<file path="src/rtl/pipeline_credit_gate_if.sv">
// Handshake bundle for pipeline_credit_gate. The o_timeout signal exists only
// when PIPELINE_CREDIT_GATE_WATCHDOG_EN is defined.
interface pipeline_credit_gate_if #(
  parameter int DATA_W          = 32,
  parameter int MAX_OUTSTANDING = 4
);
  localparam int CNT_W = $clog2(MAX_OUTSTANDING + 1);

  logic              i_valid;
  logic              i_ready;
  logic [DATA_W-1:0] i_data;
  logic              i_cen;
  logic              o_valid;
  logic              o_ready;
  logic [DATA_W-1:0] o_data;
  logic              o_done;
  logic [CNT_W-1:0]  o_cnt;
  logic              o_busy;
  logic              o_err;
`ifdef PIPELINE_CREDIT_GATE_WATCHDOG_EN
  logic              o_timeout;
`endif

  // Environment side: producer, consumer and completion engine.
  modport master (
    output i_valid, i_data, o_ready, o_done,
    input  i_ready, i_cen, o_valid, o_data, o_cnt, o_busy, o_err
`ifdef PIPELINE_CREDIT_GATE_WATCHDOG_EN
    , input o_timeout
`endif
  );

  // Gate side.
  modport slave (
    input  i_valid, i_data, o_ready, o_done,
    output i_ready, i_cen, o_valid, o_data, o_cnt, o_busy, o_err
`ifdef PIPELINE_CREDIT_GATE_WATCHDOG_EN
    , output o_timeout
`endif
  );
endinterface

</file>
<file path="src/rtl/pipeline_credit_gate.sv">
// Credit gate: admits up to MAX_OUTSTANDING transactions through a one-entry
// register slice. Optional watchdog via PIPELINE_CREDIT_GATE_WATCHDOG_EN.
module pipeline_credit_gate #(
  parameter int DATA_W          = 32,
  parameter int MAX_OUTSTANDING = 4,
  parameter int TIMEOUT_CYC     = 1024
) (
  input logic                   clk,
  input logic                   rst_n,
  pipeline_credit_gate_if.slave bus
);
  localparam int CNT_W = $clog2(MAX_OUTSTANDING + 1);
  localparam logic [CNT_W-1:0] MAX_CNT = CNT_W'(MAX_OUTSTANDING);

  logic              valid_r;
  logic [DATA_W-1:0] data_r;
  logic [CNT_W-1:0]  cnt_r;
  logic              err_r;
  logic              ready_s;
  logic              cen_s;
  logic              dec_s;
  logic              underflow_s;
  logic [CNT_W-1:0]  cnt_nxt_s;

  // Handshake and credit decisions from registered state.
  always_comb begin
    ready_s     = 1'b0;
    cen_s       = 1'b0;
    dec_s       = 1'b0;
    underflow_s = 1'b0;
    if ((!valid_r || bus.o_ready) && (cnt_r < MAX_CNT)) begin
      ready_s = 1'b1;
    end else begin
      ready_s = 1'b0;
    end
    cen_s = bus.i_valid && ready_s;
    if (bus.o_done) begin
      dec_s       = (cnt_r != {CNT_W{1'b0}});
      underflow_s = (cnt_r == {CNT_W{1'b0}});
    end else begin
      dec_s       = 1'b0;
      underflow_s = 1'b0;
    end
  end

  // Next credit count; simultaneous accept and return cancel out.
  always_comb begin
    cnt_nxt_s = cnt_r;
    case ({cen_s, dec_s})
      2'b10:   cnt_nxt_s = cnt_r + CNT_W'(1);
      2'b01:   cnt_nxt_s = cnt_r - CNT_W'(1);
      default: cnt_nxt_s = cnt_r;
    endcase
  end

  // Output slice, credit counter and sticky underflow flag.
  always_ff @(posedge clk) begin
    if (!rst_n) begin
      valid_r <= 1'b0;
      data_r  <= {DATA_W{1'b0}};
      cnt_r   <= {CNT_W{1'b0}};
      err_r   <= 1'b0;
    end else begin
      if (cen_s) begin
        valid_r <= 1'b1;
        data_r  <= bus.i_data;
      end else if (valid_r && bus.o_ready) begin
        valid_r <= 1'b0;
      end
      cnt_r <= cnt_nxt_s;
      if (underflow_s) begin
        err_r <= 1'b1;
      end
    end
  end

  assign bus.i_ready = ready_s;
  assign bus.i_cen   = cen_s;
  assign bus.o_valid = valid_r;
  assign bus.o_data  = data_r;
  assign bus.o_cnt   = cnt_r;
  assign bus.o_busy  = (cnt_r != {CNT_W{1'b0}});
  assign bus.o_err   = err_r;

`ifdef PIPELINE_CREDIT_GATE_WATCHDOG_EN
  localparam int WD_W = $clog2(TIMEOUT_CYC + 1);
  localparam logic [WD_W-1:0] WD_MAX = WD_W'(TIMEOUT_CYC);

  logic [WD_W-1:0] wd_r;

  // Idle or completion restarts the watchdog; otherwise count up and saturate.
  always_ff @(posedge clk) begin
    if (!rst_n) begin
      wd_r <= {WD_W{1'b0}};
    end else if (bus.o_done || (cnt_r == {CNT_W{1'b0}})) begin
      wd_r <= {WD_W{1'b0}};
    end else if (wd_r != WD_MAX) begin
      wd_r <= wd_r + WD_W'(1);
    end
  end

  assign bus.o_timeout = (wd_r == WD_MAX);
`endif
endmodule

</file>
<file path="src/flat_wrapper.sv">
// flat-port wrapper written by rule: the top's interface ports become plain ports
module pipeline_credit_gate_flat 
#(
  parameter int DATA_W          = 32,
  parameter int MAX_OUTSTANDING = 4,
  parameter int TIMEOUT_CYC     = 1024
)
  (clk, rst_n, bus_i_valid, bus_i_data, bus_o_ready, bus_o_done, bus_i_ready, bus_i_cen, bus_o_valid, bus_o_data, bus_o_cnt, bus_o_busy, bus_o_err);
  pipeline_credit_gate_if #(.DATA_W(DATA_W), .MAX_OUTSTANDING(MAX_OUTSTANDING)) bus_i ();
  input logic clk;
  input logic rst_n;
  input wire logic [$bits(bus_i.i_valid)-1:0] bus_i_valid;
  input wire logic [$bits(bus_i.i_data)-1:0] bus_i_data;
  input wire logic [$bits(bus_i.o_ready)-1:0] bus_o_ready;
  input wire logic [$bits(bus_i.o_done)-1:0] bus_o_done;
  output wire logic [$bits(bus_i.i_ready)-1:0] bus_i_ready;
  output wire logic [$bits(bus_i.i_cen)-1:0] bus_i_cen;
  output wire logic [$bits(bus_i.o_valid)-1:0] bus_o_valid;
  output wire logic [$bits(bus_i.o_data)-1:0] bus_o_data;
  output wire logic [$bits(bus_i.o_cnt)-1:0] bus_o_cnt;
  output wire logic [$bits(bus_i.o_busy)-1:0] bus_o_busy;
  output wire logic [$bits(bus_i.o_err)-1:0] bus_o_err;
  assign bus_i.i_valid = bus_i_valid;
  assign bus_i.i_data = bus_i_data;
  assign bus_i.o_ready = bus_o_ready;
  assign bus_i.o_done = bus_o_done;
  assign bus_i_ready = bus_i.i_ready;
  assign bus_i_cen = bus_i.i_cen;
  assign bus_o_valid = bus_i.o_valid;
  assign bus_o_data = bus_i.o_data;
  assign bus_o_cnt = bus_i.o_cnt;
  assign bus_o_busy = bus_i.o_busy;
  assign bus_o_err = bus_i.o_err;
  pipeline_credit_gate #(.DATA_W(DATA_W), .MAX_OUTSTANDING(MAX_OUTSTANDING), .TIMEOUT_CYC(TIMEOUT_CYC)) u_core (.clk(clk), .rst_n(rst_n), .bus(bus_i));
endmodule
</file>
<file path="config.mk">
export PLATFORM = sky130hd
export DESIGN_NAME = pipeline_credit_gate_flat
export DESIGN_NICKNAME = d
export VERILOG_FILES = /design/src/rtl/pipeline_credit_gate_if.sv /design/src/rtl/pipeline_credit_gate.sv /design/src/flat_wrapper.sv
export SDC_FILE = /design/constraint.sdc
export NUM_CORES = 1
export LEC_CHECK = 0
export BUFFER_PORTS_ARGS = -buffer_cell sky130_fd_sc_hd__buf_4
export CAP_MARGIN = 20
export CORE_MARGIN = 1.5
export CORE_UTILIZATION = 39
export DETAILED_ROUTE_END_ITERATION = 7
export PLACE_DENSITY = 0.7
export SLEW_MARGIN = 20
export SYNTH_ARGS = -nofsm -noshare
export SYNTH_HDL_FRONTEND = slang
export SYNTH_SLANG_ARGS = --single-unit
</file>
<file path="constraint.sdc">
create_clock -name clk -period 3.5 [get_ports clk]
set_input_delay 0 -clock clk [delete_from_list [all_inputs] [get_ports clk]]
set_output_delay 0 -clock clk [all_outputs]
set_load 0.01 [all_outputs]
</file>
-- Word level (Yosys, flattened, before mapping)
Cells that the tools add are included.
W data, S select, Z words.
- shift operators: 0
- add/sub/neg operators: 2
- multiplexer cells: 6
- bitwise gates (word level): 0
- div/mod/pow operators: 0
- eq/ne operators: 2
- reduce and logical (&&, ||, !) cells: 9
- magnitude comparators: 1
- multiply operators: 0
- operators by type and width (cell ; count):
    $pmux W3 S2 ; 1
    $mux W1 ; 5
    $reduce_bool A2 Y1 ; 2
    $add A3 B1 Y3 const B ; 1
    $logic_and A1 B1 Y1 ; 3
    $logic_not A3 Y1 ; 1
    $lt A3 B3 Y1 const B ; 1
    $reduce_bool A3 Y1 ; 1
    $sub A3 B1 Y3 const B ; 1
    $eq A2 B1 Y1 const B ; 1
    $eq A2 B2 Y1 const B ; 1
    $logic_not A1 Y1 ; 1
    $logic_or A1 B1 Y1 ; 1
- bits in read-only memories: 0
- word-level logic and storage cells: 24
- memories kept: 0
- flip-flop bits (word level): 37
- bits of input ports: 37
- RAM bits: 0
- bits in latches: 0

-- Logic depth before layout (Yosys ltp)
Gate-level depths: netlist of run 1.
- depth in word-level cells: 7
- mapped depth: 11

-- Worst setup path before layout of run 1
No wires, ideal clock.
- kind: register -> register
- start point: register u_core.valid_r (netlist: u_core.bus.o_valid)
- end point: register u_core.cnt_r[2] (netlist: u_core.bus.o_cnt[2])
- period minus slack after synthesis: 2160 ps
- slack: 1340 ps
- data arrival time: 2085 ps
- cell stages (with the launch flop): 12
- path through: dfxtp_1 > nor2b_4 > nor3b_2 > buf_6 > buf_12 > inv_1 > ha_1 > inv_1 > fa_1 > xor2_1 > or3_1 > a21boi_0
- word-level cells in the longest chain between the ends: 7
- RTL lines (item ; RTL line ; source):
    from (decl) ; pipeline_credit_gate.sv:15 ; logic valid_r;
    from (signal assigned) ; pipeline_credit_gate.sv:59 ; valid_r <= 1'b0;
    from (signal assigned) ; pipeline_credit_gate.sv:65 ; valid_r <= 1'b1;
    from (signal assigned) ; pipeline_credit_gate.sv:68 ; valid_r <= 1'b0;
    $logic_not A1 Y1 (*) ; pipeline_credit_gate.sv:31 ; if ((!valid_r || bus.o_ready) && (cnt_r < MAX_CNT)) begin
    $logic_or A1 B1 Y1 (*) ; pipeline_credit_gate.sv:31 ;
    $logic_and A1 B1 Y1 (*) ; pipeline_credit_gate.sv:31 ;
    $mux W1 (*) ; pipeline_credit_gate.sv:31 ;
    $logic_and A1 B1 Y1 (*) ; pipeline_credit_gate.sv:36 ; cen_s = bus.i_valid && ready_s;
    net bus_i_cen ; flat_wrapper.sv:17 ; output wire logic [$bits(bus_i.i_cen)-1:0] bus_i_cen;
    $eq A2 B1 Y1 / $eq A2 B2 Y1 (equally long branches) ; pipeline_credit_gate.sv:49 ; case ({cen_s, dec_s})
    $pmux W3 S2 / $reduce_bool A2 Y1 (equally long branches) ; - ;
    to (signal assigned) ; pipeline_credit_gate.sv:61 ; cnt_r <= {CNT_W{1'b0}};
    to (signal assigned) ; pipeline_credit_gate.sv:70 ; cnt_r <= cnt_nxt_s;
    to (decl) ; pipeline_credit_gate.sv:17 ; logic [CNT_W-1:0] cnt_r;
Mark *: on every way through the listed nets, which the timed path passes. The rest lies on a longest branch.
A chain may end at the register's enable or synchronous reset.

-- Worst setup path in the final report of run 1
- start point: register u_core.cnt_r[2] (netlist: u_core.bus.o_cnt[2])
- end point: register u_core.cnt_r[2] (netlist: u_core.bus.o_cnt[2])
- word-level cells in the longest chain between the ends: 6
- RTL lines (item ; RTL line):
    $lt A3 B3 Y1 ; pipeline_credit_gate.sv:31
    $logic_and A1 B1 Y1 ; pipeline_credit_gate.sv:31
    $mux W1 ; pipeline_credit_gate.sv:31
    $logic_and A1 B1 Y1 ; pipeline_credit_gate.sv:36
    $eq A2 B1 Y1 / $eq A2 B2 Y1 (equally long branches) ; pipeline_credit_gate.sv:49
    $pmux W3 S2 / $reduce_bool A2 Y1 (equally long branches) ; -
Parallel ways exist; a longest one is shown, timed or not.

==> results of run 1 <==
[worst max path at each step]
stage / from / to / slack [ns] / cells after the start
2_1_floorplan: u_core.bus.o_valid / u_core.bus.o_cnt[2] / 1.34 / 11
3_3_place_gp: u_core.bus.o_cnt[2] / u_core.bus.o_cnt[2] / 1.50 / 9
3_5_place_dp: u_core.bus.o_cnt[2] / u_core.bus.o_cnt[2] / 1.46 / 9
4_1_cts: u_core.bus.o_cnt[2] / u_core.bus.o_cnt[2] / 1.44 / 9
5_1_grt: u_core.bus.o_cnt[2] / u_core.bus.o_cnt[2] / 1.31 / 9
6_report: u_core.bus.o_cnt[2] / u_core.bus.o_cnt[2] / 1.45 / 9
[cell families after synthesis]
logic type / synth area share [%]
buf+inv: 7.86
flops: 47.0
mux: 20.3
compound gates: 1.91
fa+ha+maj: 2.07
simple gates: 19.7
xor+xnor: 1.11
[power by group through the flow]
| stage | sequential, mW | combinational [mW] | clock, mW |
|---|---|---|---|
| finish | 0.536 | 0.470 | 0.290 |
| detailed placement | 0.544 | 0.444 | 0 |
| global route | 0.546 | 0.519 | 0.320 |
| floorplan | 0.570 | 0.253 | 0 |
| CTS | 0.536 | 0.475 | 0.302 |
| global placement | 0.542 | 0.440 | 0 |
[cell usage in the layout, fill, tap and decap left out, types with 2 or more instances in the layout]
cell           instances
buf_4                 77
o21ai_0                2
dfxtp_1               37
inv_1                  5
and2_1                 3
clkbuf_8               6
nand2_1               65
mux2i_1               32
dlygate4sd3_1         33
[synth_stat cells, types with 2 or more instances]
master     n
o21ai_0    2
buf_12     3
nand2_1   65
inv_1      5
mux2i_1   32
dfxtp_1   37
clkbuf_1   5
and2_1     3
buf_2      3
[metrics by stage]
step	worst slack [ns]	utilization (%)	std cells	area, µm²	hold WS, ns
2_1_floorplan	1.34	-	169	1580	0.142
6_report	1.45	67.1	322	2530	0.0627
3_3_place_gp	1.50	56.1	282	2110	0.261
3_5_place_dp	1.46	56.1	282	2110	0.267
4_1_cts	1.44	67.1	322	2530	0.0555
5_1_grt	1.31	67.1	322	2530	0.0656
[sequential cells by signal, indices dropped and copies added (netlist names)]
signal              flops
u_core.bus.o_data      32
u_core.bus.o_cnt        3
u_core.bus.o_err        1
u_core.bus.o_valid      1
[critical path: stages, from the launching register on]
cell and delay (ns):
dfxtp_1 0.45, nor3_1 0.11, inv_1 0.07, and2_1 0.12, ha_1 0.18, inv_1 0.06
fa_1 0.37, xor2_1 0.16, or3_1 0.30, a21boi_0 0.15
[layout make-up]
class	count	area, µm²
Fill cell	289	1240
Timing Repair Buffer	110	908
Multi-Input combinational cell	115	717
Tap cell	48	60.1
Sequential cell	37	741
Clock buffer	7	86.3
Inverter	5	18.8
[what timing repair did]
item                                    in CTS  in global routing
endpoints found under the setup margin       0                  0
endpoints found under the hold margin       33                  0
hold buffers                                33                  0
[per-layer routing]
layer	up-vias	share of wire [%]	track usage [%]	wire length (µm)
met2	49	47	30.3	1640
met5	-	0	0	0
met4	0	1.7	8.42	61
met3	7	7.1	5.07	249
met1	606	44	19.3	1550
li1	746	-	-	-
==> flow_summary_export.csv, run 1 <==
group,metric,value,unit
run_status,status,"completed",
cts,cts_tree,"done",
drt,route.detailed.drc,0,
min_path,hold-path-cell-count,3,
sta,slew_headroom,59.5,%
worst_setup_path,reg2reg_to,"u_core.bus.o_cnt[2]",
sta,finalHoldViolations,0,
final_layout,syn2layout_area_growth,60.7,%
grt,grt_pass1_wl,5.82,mm
synthesis,synth-async-reset-ratio,0,%
synthesis,netlist_instances,169,
synthesis,ys_ff_latch,37,
pwr,p_leak,1.21,nW
sta,fin_worst_skew,0.00287,ns
floorplanning,die_area,4430,µm²
synthesis,avgSynthCellArea,9.32,µm²
sta,rsz0062_at_grt,"false",
worst_setup_path,critical_path_required,3.71,ns
final_layout,diodes,0,
worst_setup_path,cp-end-kind,"flop",
synthesis,yosysWarnings,0,
synthesis,ys_dominant_reg_cell,"dfxtp_1",
drt,drt-initial-drc-count,64,
place,hpwl,2.11,mm
grt,grt_pass1_vias,1383,
cts,cts_made_buffers,5,
synthesis,syn_area,1580,µm²
cts,cts_resized,0,
grt,grt_use_total,17.4,%
pwr,swShare,30.2,%
cts,cts_root_buffer,"clkbuf_8",
sta,max_freq,488,MHz
min_path,worst_hold_path_type,"in2reg",
pwr,p_total,1.30,mW
synthesis,yosysTopAreaCell,"dfxtp_1",
pwr,pwr-share-clk,22.4,%
grt,antenna_found_initial,0,
synthesis,synth_edf_count,0,
floorplanning,pin_count,77,
pwr,power.density,512,nW/µm²
synthesis,seq_area_frac_synth,47.0,%
worst_setup_path,worst_ep_arrival_time,2.26,ns
place,io_buffers,76,
floorplanning,die_y,66.6,µm
floorplanning,core_area,3770,µm²
synthesis,syn-num-nets,208,
sta,tightestPinTransition,0.607,ns
drt,dr.pass1.iters,3,
min_path,hp-start,"bus_o_ready",
pwr,power.internal,0.905,mW
min_path,min_to,"u_core.bus.o_valid",
pwr,p_switching,0.391,mW
worst_setup_path,worst-r2r-setup-slack,1.45,ns
cts,clkTransAtPathRegs,0.07,ns
pwr,seqPwrFrac,41.4,%
pwr,vdd_ir_drop_max,0.000332,V
drt,ant_nets,0,
cts,cts_setup_buffers,0,
final_layout,nets,313,
worst_setup_path,reg2reg_depth,9,
final_layout,drive_gt1_share,31.0,%
drt,via_per_inst,4.37,
cts,clk_latency,0.28,ns
sta,drv_slew,0,
cts,cts_sinks,37,
sta,setup_viol,0,
cts,cts.path.max_buffers,2,
synthesis,yosysUniqueCellTypes,23,
drt,dr_total_vias,1408,
drt,wl_per_cell,10.9,µm
job,drv_cap,0,
sta,fin_crit,2.05,ns
floorplanning,rows,22,
pwr,combPwrFrac,36.2,%
worst_setup_path,critPathMaxFanout,6,
cts,htree_levels,2,
synthesis,synth_top_cell_area_share,47.0,%
place,gp_congestion,0.761,
drt,routed_wl,3.50,mm
floorplanning,die_w,66.6,µm
synthesis,synthTopCellsByArea,"dfxtp_1, mux2i_1, nand2_1",
sta,period_share,58.6,%
worst_setup_path,r2r_start,"u_core.bus.o_cnt[2]",
floorplanning,start_util,41.8,%
worst_setup_path,crit_type,"reg2reg",
grt,overflow,0,
grt,grt_max_degree,70,
sta,setup_tns,0,ns
worst_setup_path,start_kind,"flop",
Note: power is estimated with default switching activity, not from simulation.
==> inputs of run 2 (changes only) <==
==> constraint.sdc (replaced) <==
create_clock -name clk -period 1.9 [get_ports clk]
set_input_delay 0 -clock clk [delete_from_list [all_inputs] [get_ports clk]]
set_output_delay 0 -clock clk [all_outputs]
set_load 0.01 [all_outputs]
==> flow_summary_export.csv, run 2 (same netlist as run 1, synthesis figures left out) <==
group,metric,value,unit
cts,cts_sinks,37,
drt,routed_wl,3.89,mm
worst_setup_path,start_kind,"flop",
pwr,p_switching,0.783,mW
drt,wl_per_cell,11.9,µm
worst_setup_path,cp-end-kind,"flop",
grt,grt_use_total,18.0,%
drt,drt-initial-drc-count,59,
job,drv_cap,0,
worst_setup_path,worst_ep_arrival_time,2.05,ns
final_layout,diodes,0,
floorplanning,die_area,4430,µm²
grt,overflow,0,
final_layout,drive_gt1_share,35.6,%
drt,met1Wirelength,1.60,mm
drt,route.detailed.drc,0,
worst_setup_path,critPathMaxFanout,4,
final_layout,syn2layout_area_growth,64.9,%
final_layout,ff_latch_area,744,µm²
pwr,power.density,992,nW/µm²
worst_setup_path,crit_type,"reg2reg",
final_layout,layout_common_cells,"buf_4, nand2_1, dfxtp_1, dlygate4sd3_1, mux2i_1",
grt,grt_max_degree,70,
grt,antenna_found_initial,0,
cts,clkTransAtPathRegs,0.07,ns
pwr,combPwrFrac,38.8,%
drt,via_per_inst,4.45,
min_path,hold-path-cell-count,3,
sta,setup_viol,0,
sta,setup_slack,0.0693,ns
sta,setup_tns,0,ns
floorplanning,core_area,3770,µm²
sta,finalHoldViolations,0,
min_path,hp-start,"bus_o_ready",
sta,fin_worst_skew,0.00386,ns
sta,slew_headroom,58.3,%
floorplanning,die_w,66.6,µm
cts,cts_root_buffer,"clkbuf_8",
sta,period_share,96.4,%
floorplanning,start_util,41.8,%
drt,top_layer_used,"met4",
worst_setup_path,critical_path_required,2.12,ns
final_layout,final_util,68.9,%
grt,grt_pass1_wl,5.95,mm
drt,ant_nets,0,
cts,clk_latency,0.29,ns
drt,dr.pass1.iters,4,
worst_setup_path,worst-r2r-setup-slack,0.07,ns
grt,grt_pass1_vias,1341,
cts,htree_levels,2,
pwr,p_leak,1.24,nW
place,place_ws,0.0313,ns
run_status,status,"completed",
cts,cts_tree,"done",
final_layout,final_common_cell,"buf_4",
worst_setup_path,reg2reg_to,"u_core.bus.o_cnt[2]",
place,gp_congestion,0.731,
pwr,seqPwrFrac,38.1,%
pwr,pwr-share-clk,23.1,%
place,hpwl,2.11,mm
final_layout,fill_cells,301,
drt,wl_met2,1.98,mm
min_path,worst_hold_path_type,"in2reg",
place,io_buffers,76,
final_layout,largest_reg_flops,32,
floorplanning,rows,22,
floorplanning,pin_count,77,
cts,cts_made_buffers,5,
pwr,p_total,2.58,mW
final_layout,multi_input_area,739,µm²
drt,dr_total_vias,1450,
final_layout,nets,316,
sta,max_freq,546,MHz
sta,drv_slew,0,
pwr,power.internal,1.79,mW
sta,fin_crit,1.83,ns
sta,tightestPinTransition,0.626,ns
min_path,min_to,"u_core.bus.o_valid",
worst_setup_path,reg2reg_depth,9,
floorplanning,die_y,66.6,µm
pwr,vdd_ir_drop_max,0.000550,V
worst_setup_path,r2r_start,"u_core.bus.o_cnt[1]",
pwr,swShare,30.4,%
cts,cts.path.max_buffers,2,
drt,wl_met3,279,µm
## run 2: changes by cell type in the layout (fill, tap and decap cells not counted), sizes merged
cell | before | now
clkinv | 0 | 1
buf | 77 | 80
## run 2: worst max-delay path, stage by stage (launching register included)
cell and delay (ns):
dfxtp_2 0.36, nor3_2 0.06, inv_1 0.08, and2_4 0.16, ha_4 0.14, inv_2 0.04
fa_2 0.35, xor2_1 0.15, or3_1 0.30, a21boi_1 0.14
## run 2: repair_timing
item | CTS | global route
endpoints found under the hold margin | 33 | 0
setup buffers | 0 | 1
resized for setup | 1 | 3
pin swaps | 0 | 3
setup endpoints to repair | 1 | 2
gates cloned | 0 | 0
hold buffers | 33 | 0
## run 2: cell type report
| type | instances | share of cell area (%) |
|---|---|---|
| timing repair buffer | 113 | 35.8 |
| sequential | 37 | 28.7 |
| multi-input combinational | 115 | 28.5 |
| clock buffer | 7 | 3.71 |
| tap | 48 | 2.31 |
| inverter | 5 | 0.819 |
| clock inverter | 1 | 0.193 |
## run 2: worst max path at each step
stage	end	depth (start not counted)	start	slack, ns
finish	u_core.bus.o_cnt[2]	9	u_core.bus.o_cnt[1]	0.07
floorplan	u_core.bus.o_cnt[2]	11	u_core.bus.o_valid	-0.12
CTS	u_core.bus.o_cnt[2]	9	u_core.bus.o_cnt[1]	0.04
global route	u_core.bus.o_cnt[2]	9	u_core.bus.o_cnt[1]	-0.04
detailed placement	u_core.bus.o_cnt[2]	9	u_core.bus.o_cnt[1]	0.03
global placement	u_core.bus.o_cnt[2]	9	u_core.bus.o_cnt[1]	0.07
## run 2: metal layers
metal | up-vias | GRT usage [%]
met5 | - | 0
met4 | 0 | 5.36
met3 | 5 | 7.60
met2 | 47 | 32.0
met1 | 645 | 19.4
li1 | 753 | -
## run 2: metrics by stage
stage	instances	instance area [µm²]	hold WS, ns
after floorplan	169	1590	0.142
after global placement	284	2150	0.261
after detailed placement	284	2150	0.263
after CTS	325	2580	0.0396
after global routing	326	2600	0.0393
final	326	2600	0.0468
## run 2: power by group through the flow
stage          combinational, mW  sequential (mW)  clock [mW]
2_1_floorplan              0.499             1.05           0
3_5_place_dp               0.906            0.984           0
6_report                   0.998            0.982       0.596
3_3_place_gp               0.885            0.983           0
5_1_grt                     1.09            0.996       0.652
4_1_cts                    0.960            0.973       0.616
